## src/rtl/writeback_queue_if.sv

```systemverilog
// writeback_queue_if
// Bundles the writeback queue's data-path signals: the execute-stage push
// handshake, the registered register-file write port, the two bypass lookup
// ports and the occupancy count. Clock and reset stay plain ports on the
// module.
//   master : producer/consumer side (drives in_*, fwd_addr*)
//   slave  : the queue itself (drives in_ready, enc/addrc/datac, fwd_hit*/fwd_data*, count)
// DEPTH must match the DEPTH of the writeback_queue it connects to.
interface writeback_queue_if #(
    parameter int DEPTH = 4
);
    localparam int CW = $clog2(DEPTH) + 1;

    logic          in_valid;
    logic          in_ready;
    logic [4:0]    in_addr;
    logic [31:0]   in_data;

    logic          enc;
    logic [4:0]    addrc;
    logic [31:0]   datac;

    logic [4:0]    fwd_addra;
    logic          fwd_hita;
    logic [31:0]   fwd_dataa;
    logic [4:0]    fwd_addrb;
    logic          fwd_hitb;
    logic [31:0]   fwd_datab;

    logic [CW-1:0] count;

    modport master (
        output in_valid, in_addr, in_data, fwd_addra, fwd_addrb,
        input  in_ready, enc, addrc, datac,
        input  fwd_hita, fwd_dataa, fwd_hitb, fwd_datab, count
    );

    modport slave (
        input  in_valid, in_addr, in_data, fwd_addra, fwd_addrb,
        output in_ready, enc, addrc, datac,
        output fwd_hita, fwd_dataa, fwd_hitb, fwd_datab, count
    );
endinterface

```

## src/rtl/writeback_queue.sv

```systemverilog
// writeback_queue
// Small FIFO between the execute stage and the register-file write port.
// Every edge with a non-empty queue pops the head into the registered write
// port (enc/addrc/datac), so the port sustains one write per cycle. Two
// combinational bypass ports search the queue plus the write-port register
// (when enc=1) for the youngest entry matching the lookup address.
//
// Ports
//   clock            : single clock, rising edge
//   reset            : synchronous, active-high; discards all pending entries
//   bus (slave)      : in_valid/in_ready/in_addr/in_data push side,
//                      enc/addrc/datac write port, fwd_* lookups, count
// Parameter
//   DEPTH            : entry count, power of two, 2..16
// Build option
//   WBQ_ZERO_FILTER_EN : when defined, pushes to address 0 complete the
//                        handshake but are dropped instead of enqueued
module writeback_queue #(
    parameter int DEPTH = 4
) (
    input logic             clock,
    input logic             reset,
    writeback_queue_if.slave bus
);
    localparam int AW = $clog2(DEPTH);
    localparam int CW = AW + 1;

    logic [4:0]    r_addr [DEPTH];
    logic [31:0]   r_data [DEPTH];
    logic [AW-1:0] r_wptr;
    logic [AW-1:0] r_rptr;
    logic [CW-1:0] r_count;
    logic          r_enc;
    logic [4:0]    r_addrc;
    logic [31:0]   r_datac;

    logic          w_ready;
    logic          w_accept;
    logic          w_push;
    logic          w_pop;

    // Readiness looks only at the current occupancy: a pop on the same edge
    // does not open a slot for a push when the queue is full.
    assign w_ready  = (r_count < CW'(DEPTH)) && !reset;
    assign w_accept = bus.in_valid && w_ready;
`ifdef WBQ_ZERO_FILTER_EN
    assign w_push   = w_accept && (bus.in_addr != 5'd0);
`else
    assign w_push   = w_accept;
`endif
    assign w_pop    = (r_count != '0);

    always_ff @(posedge clock) begin
        if (reset) begin
            r_wptr  <= '0;
            r_rptr  <= '0;
            r_count <= '0;
            r_enc   <= 1'b0;
            r_addrc <= '0;
            r_datac <= '0;
        end else begin
            if (w_push) begin
                r_addr[r_wptr] <= bus.in_addr;
                r_data[r_wptr] <= bus.in_data;
                r_wptr         <= r_wptr + AW'(1);
            end
            r_enc <= w_pop;
            if (w_pop) begin
                r_addrc <= r_addr[r_rptr];
                r_datac <= r_data[r_rptr];
                r_rptr  <= r_rptr + AW'(1);
            end
            case ({w_push, w_pop})
                2'b10:   r_count <= r_count + CW'(1);
                2'b01:   r_count <= r_count - CW'(1);
                default: r_count <= r_count;
            endcase
        end
    end

    logic          w_hita;
    logic          w_hitb;
    logic [31:0]   w_dataa;
    logic [31:0]   w_datab;
    logic [AW-1:0] w_idx;

    // Candidates are visited oldest first (write-port register, then queue
    // from head to tail) so a later match overrides an earlier one and the
    // youngest entry wins.
    always_comb begin
        w_hita  = 1'b0;
        w_dataa = '0;
        w_hitb  = 1'b0;
        w_datab = '0;
        w_idx   = '0;
        if (r_enc) begin
            if (r_addrc == bus.fwd_addra) begin
                w_hita  = 1'b1;
                w_dataa = r_datac;
            end
            if (r_addrc == bus.fwd_addrb) begin
                w_hitb  = 1'b1;
                w_datab = r_datac;
            end
        end
        for (int i = 0; i < DEPTH; i++) begin
            w_idx = r_rptr + AW'(i);
            if (CW'(i) < r_count) begin
                if (r_addr[w_idx] == bus.fwd_addra) begin
                    w_hita  = 1'b1;
                    w_dataa = r_data[w_idx];
                end
                if (r_addr[w_idx] == bus.fwd_addrb) begin
                    w_hitb  = 1'b1;
                    w_datab = r_data[w_idx];
                end
            end
        end
        // Register 0 is hard-wired, so it is never bypassed.
        if (reset || bus.fwd_addra == 5'd0) begin
            w_hita  = 1'b0;
            w_dataa = '0;
        end
        if (reset || bus.fwd_addrb == 5'd0) begin
            w_hitb  = 1'b0;
            w_datab = '0;
        end
    end

    assign bus.in_ready  = w_ready;
    assign bus.enc       = r_enc;
    assign bus.addrc     = r_addrc;
    assign bus.datac     = r_datac;
    assign bus.fwd_hita  = w_hita;
    assign bus.fwd_dataa = w_dataa;
    assign bus.fwd_hitb  = w_hitb;
    assign bus.fwd_datab = w_datab;
    assign bus.count     = r_count;
endmodule

```

## src/flat_wrapper.sv

```systemverilog
// flat-port wrapper written by rule: the top's interface ports become plain ports
module writeback_queue_flat 
#(
    parameter int DEPTH = 4
)
  (clock, reset, bus_in_valid, bus_in_addr, bus_in_data, bus_fwd_addra, bus_fwd_addrb, bus_in_ready, bus_enc, bus_addrc, bus_datac, bus_fwd_hita, bus_fwd_dataa, bus_fwd_hitb, bus_fwd_datab, bus_count);
  writeback_queue_if #(.DEPTH(DEPTH)) bus_i ();
  input logic clock;
  input logic reset;
  input wire logic [$bits(bus_i.in_valid)-1:0] bus_in_valid;
  input wire logic [$bits(bus_i.in_addr)-1:0] bus_in_addr;
  input wire logic [$bits(bus_i.in_data)-1:0] bus_in_data;
  input wire logic [$bits(bus_i.fwd_addra)-1:0] bus_fwd_addra;
  input wire logic [$bits(bus_i.fwd_addrb)-1:0] bus_fwd_addrb;
  output wire logic [$bits(bus_i.in_ready)-1:0] bus_in_ready;
  output wire logic [$bits(bus_i.enc)-1:0] bus_enc;
  output wire logic [$bits(bus_i.addrc)-1:0] bus_addrc;
  output wire logic [$bits(bus_i.datac)-1:0] bus_datac;
  output wire logic [$bits(bus_i.fwd_hita)-1:0] bus_fwd_hita;
  output wire logic [$bits(bus_i.fwd_dataa)-1:0] bus_fwd_dataa;
  output wire logic [$bits(bus_i.fwd_hitb)-1:0] bus_fwd_hitb;
  output wire logic [$bits(bus_i.fwd_datab)-1:0] bus_fwd_datab;
  output wire logic [$bits(bus_i.count)-1:0] bus_count;
  assign bus_i.in_valid = bus_in_valid;
  assign bus_i.in_addr = bus_in_addr;
  assign bus_i.in_data = bus_in_data;
  assign bus_i.fwd_addra = bus_fwd_addra;
  assign bus_i.fwd_addrb = bus_fwd_addrb;
  assign bus_in_ready = bus_i.in_ready;
  assign bus_enc = bus_i.enc;
  assign bus_addrc = bus_i.addrc;
  assign bus_datac = bus_i.datac;
  assign bus_fwd_hita = bus_i.fwd_hita;
  assign bus_fwd_dataa = bus_i.fwd_dataa;
  assign bus_fwd_hitb = bus_i.fwd_hitb;
  assign bus_fwd_datab = bus_i.fwd_datab;
  assign bus_count = bus_i.count;
  writeback_queue #(.DEPTH(DEPTH)) u_core (.clock(clock), .reset(reset), .bus(bus_i));
endmodule
```

## config.mk

```make
export PLATFORM = sky130hd
export DESIGN_NAME = writeback_queue_flat
export DESIGN_NICKNAME = d
export VERILOG_FILES = /design/src/rtl/writeback_queue_if.sv /design/src/rtl/writeback_queue.sv /design/src/flat_wrapper.sv
export SDC_FILE = /design/constraint.sdc
export NUM_CORES = 1
export LEC_CHECK = 0
export CAP_MARGIN = 20
export CORE_MARGIN = 3
export CORE_UTILIZATION = 30
export DETAILED_ROUTE_END_ITERATION = 12
export PLACE_DENSITY = 0.46
export RECOVER_POWER = 100
export SLEW_MARGIN = 40
export SYNTH_ARGS = -nofsm -noshare
export SYNTH_HDL_FRONTEND = slang
export SYNTH_SLANG_ARGS = --single-unit
```

## constraint.sdc

```tcl
create_clock -name clock -period 5 [get_ports clock]
set_input_delay 1 -clock clock [delete_from_list [all_inputs] [get_ports clock]]
set_output_delay 1 -clock clock [all_outputs]
set_load 0.005 [all_outputs]
```

## Yosys cells after proc, flatten, opt, wreduce, memory -nomap -nowiden

Memories as Yosys holds them, arrays and structs flattened. A register that Yosys moved wholly into a read port is not among the register bits.
Index checks and enable logic that the tools add are counted.
Widths: inputs -> output; s select.

- Logic and storage cells: 92
- Output and inout bits: 108
- Memories kept: 2
- RAM bits: 148
- Bits of input ports: 50
- Register bits after elaboration: 45

- Order comparisons: 5
- Reductions and logical operators: 9
- Add/sub/neg operators: 6
- Equal/unequal tests: 12
- Mux-type cells: 52

Memories:

| memory | depth | width | rd ports | clocked after memory_dff | wr ports | line | source |
|---|---|---|---|---|---|---|---|
| u_core.r_data | 4 | 32 | 4 | 1 | 1 | writeback_queue.sv:29 | `logic [31:0] r_data [DEPTH];` |
| u_core.r_addr | 4 | 5 | 4 | 1 | 1 | writeback_queue.sv:28 | `logic [4:0] r_addr [DEPTH];` |

Operators by type and width:

| operator | number |
|---|---|
| $mux 32 | 22 |
| $eq 5x5->1 | 10 |
| $mux 1 | 25 |
| $logic_not 5->1 | 2 |
| $mux 2 | 4 |
| $lt 1x3->1 const A | 2 |
| $lt 2x3->1 const A | 2 |
| $pmux 3 s2 | 1 |
| $add 2x1->2 const B | 2 |
| $add 2x2->2 const B | 2 |
| $add 3x1->3 const B | 1 |
| $lt 3x3->1 const B | 1 |
| $reduce_bool 3->1 | 1 |
| $sub 3x1->3 const B | 1 |
| $eq 2x1->1 const B | 1 |
| $eq 2x2->1 const B | 1 |
| $logic_and 1x1->1 | 2 |
| $logic_or 1x1->1 | 2 |
| $reduce_bool 2->1 | 1 |
| $logic_not 1->1 | 1 |

## Logic depth before layout (Yosys ltp)

- Depth after elaboration: 12
- Depth in mapped cells: 11
- Mapped depth without buffers: 8

## Worst setup path after synthesis

OpenSTA, ideal clock, no wires.

- Path kind: in2out
- From: input bus_fwd_addra[3]
- To: output bus_fwd_dataa[30]
- Buffers on the path: 2
- Data arrival time: 2736 ps
- Setup slack: 1264 ps
- Stages: 8
- Required time: 4000 ps
- Path through: clkbuf_1 > xor2_1 > nor4_1 > nand3_1 > a21oi_1 > clkbuf_1 > a221oi_1 > o311ai_1

- Cells in the longest elaborated chain, start to end: 12
- Elaborated cells on any way between the ends: 18
- Classes of those cells: eq/ne (5); mux (11); reduce/logical (2)

RTL lines:

| element | line | source |
|---|---|---|
| start, declared | flat_wrapper.sv:13 | `input wire logic [$bits(bus_i.fwd_addra)-1:0] bus_fwd_addra;` |
| $eq 5x5->1 | writeback_queue.sv:97 | `if (r_addrc == bus.fwd_addra) begin` |
| $mux 32 | writeback_queue.sv:97 |  |
| $mux 32 | writeback_queue.sv:96 | `if (r_enc) begin` |
| $mux 32 | writeback_queue.sv:109 | `if (r_addr[w_idx] == bus.fwd_addra) begin` |
| $mux 32 | writeback_queue.sv:108 | `if (CW'(i) < r_count) begin` |
| $mux 32 | writeback_queue.sv:109 |  |
| $mux 32 | writeback_queue.sv:108 |  |
| $mux 32 | writeback_queue.sv:109 |  |
| $mux 32 | writeback_queue.sv:108 |  |
| $mux 32 | writeback_queue.sv:109 |  |
| $mux 32 | writeback_queue.sv:108 |  |
| $mux 32 (*) | writeback_queue.sv:120 | `if (reset \|\| bus.fwd_addra == 5'd0) begin` |
| end, declared | flat_wrapper.sv:20 | `output wire logic [$bits(bus_i.fwd_dataa)-1:0] bus_fwd_dataa;` |

Every way passes the cells marked *; elsewhere a longest branch is shown, timed or not.

## Worst setup path after layout

- From: input bus_fwd_addrb[1]
- To: output bus_fwd_datab[28]

- Cells in the longest elaborated chain, start to end: 12
- Elaborated cells on any way between the ends: 18
- Classes of those cells: eq/ne (5); mux (11); reduce/logical (2)

RTL lines:

| element | line | source |
|---|---|---|
| start, declared | flat_wrapper.sv:14 | `input wire logic [$bits(bus_i.fwd_addrb)-1:0] bus_fwd_addrb;` |
| $eq 5x5->1 | writeback_queue.sv:101 | `if (r_addrc == bus.fwd_addrb) begin` |
| $mux 32 | writeback_queue.sv:101 |  |
| $mux 32 | writeback_queue.sv:96 |  |
| $mux 32 | writeback_queue.sv:113 | `if (r_addr[w_idx] == bus.fwd_addrb) begin` |
| $mux 32 | writeback_queue.sv:108 |  |
| $mux 32 | writeback_queue.sv:113 |  |
| $mux 32 | writeback_queue.sv:108 |  |
| $mux 32 | writeback_queue.sv:113 |  |
| $mux 32 | writeback_queue.sv:108 |  |
| $mux 32 | writeback_queue.sv:113 |  |
| $mux 32 | writeback_queue.sv:108 |  |
| $mux 32 (*) | writeback_queue.sv:124 | `if (reset \|\| bus.fwd_addrb == 5'd0) begin` |
| end, declared | flat_wrapper.sv:22 | `output wire logic [$bits(bus_i.fwd_datab)-1:0] bus_fwd_datab;` |

Marked as above.

==> reports/qor.yml <==
synth_edf_count: 148
start_util: 0.306
avgSynthCellArea_sq_um: 12.9
crit_buf_inv: 6
io_buffers: 157
ant_nets: 0
cts_made_buffers: 17
drive_gt1_frac: 0.273
r2r-start: "u_core.bus.count[0]"
grt_max_degree: 98
rsz0062_at_grt: "no"
core-area_sq_um: 43500
async_flop_share: 0
critPathLaunchType: "primary input"
die_area_sq_um: 46900
syn-cell-area_sq_um: 13300
holdCritPathClass: "flip-flop to flip-flop"
endpoint_kind: "output pin"
track_usage: 0.199
yosys_most_used_dff: "edfxtp_1"
die_w_microns: 217
num_vias: 10400
synth.net_count: 1087
yosys_register_bits: 195
dr.pass1.iters: 5
insertion_delay_ps: 470
fin_setup_tns_ps: 0
r2r_slack_ps: 1390
holdCritStartpoint: "u_core.bus.datac[29]"
worst_clock_skew_ps: 15.5
multi_input_area_sq_um: 7200
path_delay_family: "buffers and inverters"
wl_per_cell_microns: 26.6
yosysWarnings: 0
critPathArrivalTime_ps: 3950
register_area_sq_um: 5400
power.density_nw_per_um2: 437
finalNetCount: 1228
crit_slowest_cell: "clkdlybuf4s50_1"
root_buffer: "clkbuf_16"
path_clk_slew_ps: 80
post-route-min-period_ps: 4950
min_period_over_period: 0.991
cts_buffer_depth: 2
drc: 0
drt_wl_total_mm: 47.0
num-fill-cells: 4175
r2r_end: "u_core.r_rptr[1]"
met1Wirelength_mm: 20.0
antenna_cells: 0
p_leak_nw: 5.23
first_iter_violations: 873
hold_depth: 2
dp_hpwl_mm: 30.9
hold_violations: 0
cp_max_fo: 7
wl_met2_mm: 23.6
vias_per_cell: 5.87
ios: 158
critPathMaxStageDelay_ps: 570
cts_htree_levels: 4
dr.max_layer_used: "met4"
final_max_slew_viol_count: 104
synth_cell_type_count: 58
ir_drop_mv: 0.325
grt_pass1_wl_mm: 69.9
whs_endpoint: "u_core.bus.datac[29]"
fp.dieH_microns: 217
globalRouteOverflowTotal: 0
ctsHoldBuffers: 0
antenna_found_initial: 1
mostFrequentLayoutCells: "edfxtp_1, mux4_2, dlygate4sd3_1"
worstMarginPinSlew_ps: 2760
path_cells: "clkdlybuf4s50_1, buf_4, xor2_1, nor4_2, buf_4, and2_2, buf_4, buf_4, a221oi_2, o31ai_1, clkdlybuf4s50_1"
maxCapViolations: 3
netlist_instances: 1029
ys_seq_area_frac: 0.405
placementRows: 76
violations: "capacitance limit, slew limit"
cts_sinks: 195
reg2reg_depth: 8
final_common_cell: "edfxtp_1"
setup_violations: 0
crit_top_cell: "buf_4"
timing.fmax_ghz: 0.202
critical_path_required_ps: 4000
status: "complete, but fails checks"
critical_path_class: "primary input to output pin"
place.gp.congestion: 0.821
grt_pass1_vias: 10500
cts_tree: "done"
area_growth_pct: 22.9
whs_ps: 502
wl_met3_mm: 2.55
max-slew-margin-rel: -0.842
-- Yosys cell counts, drive strengths merged, types with 29 or more instances --
cell type	count	share of area
nand2	80	0.023
xor2	29	0.019
clkbuf	54	0.016
a21oi	44	0.017
mux4	146	0.25
a221oi	63	0.055
a32oi	31	0.020
dfxtp	47	0.071
nor2	73	0.021
buf	58	0.031
o31ai	39	0.033
edfxtp	148	0.33
inv	38	0.011
-- stage by stage --
step	power (W)	util	setup slack, ps	area, sq um	cells
global placement	0.00587	0.363	32.6	15800	1733
floorplan	0.00462	-	1260	13300	1029
finish	0.00714	0.376	47.1	16300	1768
global route	0.00755	0.376	5.66	16300	1768
detailed placement	0.00589	0.364	32.8	15800	1734
CTS	0.00726	0.377	50.2	16400	1766
-- registers in the layout, indices dropped and copies added (netlist names), named ones only --
register          flops
u_core.bus.enc        1
u_core.r_wptr         2
u_core.r_rptr         2
u_core.bus.addrc      5
u_core.bus.datac     32
u_core.bus.count      3
u_core.r_addr        20
u_core.r_data       128
-- layer usage --
metal / vias to the layer above / GRT usage
li1: 4481 / -
met1: 5431 / 0.263
met2: 407 / 0.340
met3: 55 / 0.0314
met4: 0 / 0.0584
met5: - / 0
-- worst max-delay path by stage --
stage	start	to	slack, ps	cells after the start
after detailed placement	bus_fwd_addra[2]	bus_fwd_dataa[30]	30	9
final	bus_fwd_addrb[1]	bus_fwd_datab[28]	50	11
after global routing	bus_fwd_addra[4]	bus_fwd_dataa[7]	6	10
after global placement	bus_fwd_addra[2]	bus_fwd_dataa[30]	30	9
after CTS	bus_fwd_addra[2]	bus_fwd_dataa[1]	50	10
after floorplan	bus_fwd_addra[3]	bus_fwd_dataa[30]	1260	8
-- logic make-up (layout without fill, tap and decap cells) --
logic type,after synthesis,count (layout),synth area share
AO/OA/AOI/OAI,223,223,0.152
XOR/XNOR,55,55,0.0368
adder cells (fa/ha/maj),8,8,0.00752
buffers and inverters,150,304,0.0578
flip-flops,195,195,0.405
multiplexers,151,151,0.252
AND/OR/NAND/NOR,247,247,0.0898
-- worst reg2reg max path, delay by kind of cell, from the launching register on --
family	cells	cell delay (ps)
adder cells (fa/ha/maj)	1	210
buffers and inverters	3	2180
flip-flops	1	430
AND/OR/NAND/NOR	3	480
XOR/XNOR	1	230
-- final cells by class --
class	instances	share of cell area
clock buffer	17	0.0260
clock inverter	15	0.00880
inverter	38	0.00872
multi-input combinational	684	0.440
sequential	195	0.330
tap	585	0.0448
timing repair buffer	234	0.141
-- power breakdown --
group / leakage [nW] / total (W) / internal, W / switching (W)
logic: 3.23 / 0.00345 / 0.00162 / 0.00183
clock network: 0.271 / 0.00136 / 0.000662 / 0.000696
registers: 1.73 / 0.00234 / 0.00200 / 0.000340
-- repair_timing --
| action | CTS | global route |
|---|---|---|
| gates resized for setup | 1 | 5 |
| setup buffers | 0 | 1 |
| pin swaps | 0 | 1 |
| setup endpoints to repair | 1 | 10 |
| gates cloned | 0 | 0 |
Power figures use the tool's default switching activity.
==> patch, RTL diff (same flow settings) <==
Build with the macro `WBQ_ZERO_FILTER_EN` defined.
--- a/src/rtl/writeback_queue.sv
+++ b/src/rtl/writeback_queue.sv
@@ -15,6 +15,8 @@
 // Build option
 //   WBQ_ZERO_FILTER_EN : when defined, pushes to address 0 complete the
 //                        handshake but are dropped instead of enqueued
+`define WBQ_ZERO_FILTER_EN
+
 module writeback_queue #(
     parameter int DEPTH = 4
 ) (
Behaviour: not the same (a bounded check fails within 4 cycles, from zero or initial values and one cycle with reset high).
==> patch against the unedited design <==
  * The run still ends with capacitance limit, slew limit left
  * Clock skew decreased by 2.5 ps
  * Via count is 3.2% lower
  * First-iteration DRC count fell by 3.1%
  * Synthesized area decreased by 2.4%
  * Power down 1.5%
  * Count of clock-buffer cells in the layout increased by 5
  * Setup slack better by 100 ps
  * Sequential cell count stayed put
  * Design area fell by 1.3%
  * Routed wire length fell by 3.2%
  * Global-route usage fell by 0.35 points
==> patch: results (changes against the unedited design) <==
[timing]
slew_headroom = -0.608  ; +0.235
drv_slew = 62  ; -40%
finalCriticalPeriod_ps = 4850  ; -102 ps

[logic_synthesis]
syn_avg_cell_area_um2 = 13.4  ; +3.6%
netlist_top_cells_area = edfxtp_1 34%, mux4_2 25%, dfxtp_1 7.2%
synth_mux_area_frac = 0.257  ; +0.00563
synth_xor_area_frac = 0.0371  ; +0.000329
synth_commonest_cells = 148 x edfxtp_1, 146 x mux4_2, 81 x nand2_1
seq_area_frac_synth = 0.415  ; +0.00999

[run_status]
status = complete, but fails checks
failed_checks = capacitance limit, slew limit

[placement]
dp_hpwl_mm = 29.2  ; -5.4%
place.gp.congestion = 0.768  ; -6.5%
place_ws_ps = -15.6  ; -48.4 ps
placed_cells = 1665  ; -4.0%

[cells_and_area]
nMultiInputCombCells = 657  ; -3.9%
diodes = 1  ; +1
clkbuf_count = 22  ; +5
clk_share = 0.0366  ; +0.00179
nonClkBufAreaFrac = 0.145  ; +0.00377
num-nets-final = 1167  ; -5.0%
layout-drive-gt1-share = 0.282  ; +0.00861
n_fill_cell = 4025  ; -3.6%
signal_buffers = 231  ; -1.3%
nNonClkInverters = 7  ; -82%

[setup_path]
arrival_ps = 3850  ; -100 ps
cp-endpoint = bus_fwd_datab[2]
rr_worst_depth = 9  ; +1
rrSetupSlack_ps = 820  ; -570 ps
crit_fanout = 15  ; +8

[power]
p_leak_nw = 5.09  ; -2.7%

[route]
routed_wirelength_mm = 45.5  ; -3.2%
via_count = 10000  ; -3.2%
drt-initial-drc-count = 846  ; -3.1%

[run]
cap_violations = 2  ; -1

[grt]
grt_max_degree = 58  ; -41%
grtUsageTotal = 0.196  ; -0.00349
grt_pass1_wl_mm = 68.1  ; -2.5%
antenna_found_initial = 4  ; +3

[clock_tree]
clock_latency_ps = 450  ; -20 ps

[hold_path]
hold_path_end = u_core.bus.datac[23]

## patch: power breakdown
| group | leakage, nW | switching (mW) | internal [mW] |
|---|---|---|---|
| Sequential | 1.73 | 0.318 | 2.00 |
| Combinational | 3.08 | 1.74 | 1.57 |
| Clock | 0.278 | 0.638 | 0.771 |
## patch: what timing repair did
item / in CTS / in global routing
cloned: 0 / 1
pin swaps: 1 / 2
gates resized for setup: 1 / 7
setup buffers: 1 / 0
endpoints found under the setup margin: 4 / 21
## patch: per-stage QoR
step	area [um^2]	hold slack (ps)
floorplan	13000	473
global placement	15500	485
detailed placement	15600	490
CTS	16200	500
global route	16100	522
finish	16100	495
## patch: routing by layer
metal	track usage	wire length, um
met4	0.0489	802
met2	0.324	22200
met1	0.269	19900
met5	0	21
met3	0.0342	2620
## patch: critical path: stages
cell,delay (ps)
clkdlybuf4s50_1,580
xor2_1,220
nor4_1,180
nand3_1,250
a21oi_4,280
buf_12,220
a221oi_2,90
o31ai_1,430
clkdlybuf4s50_1,590
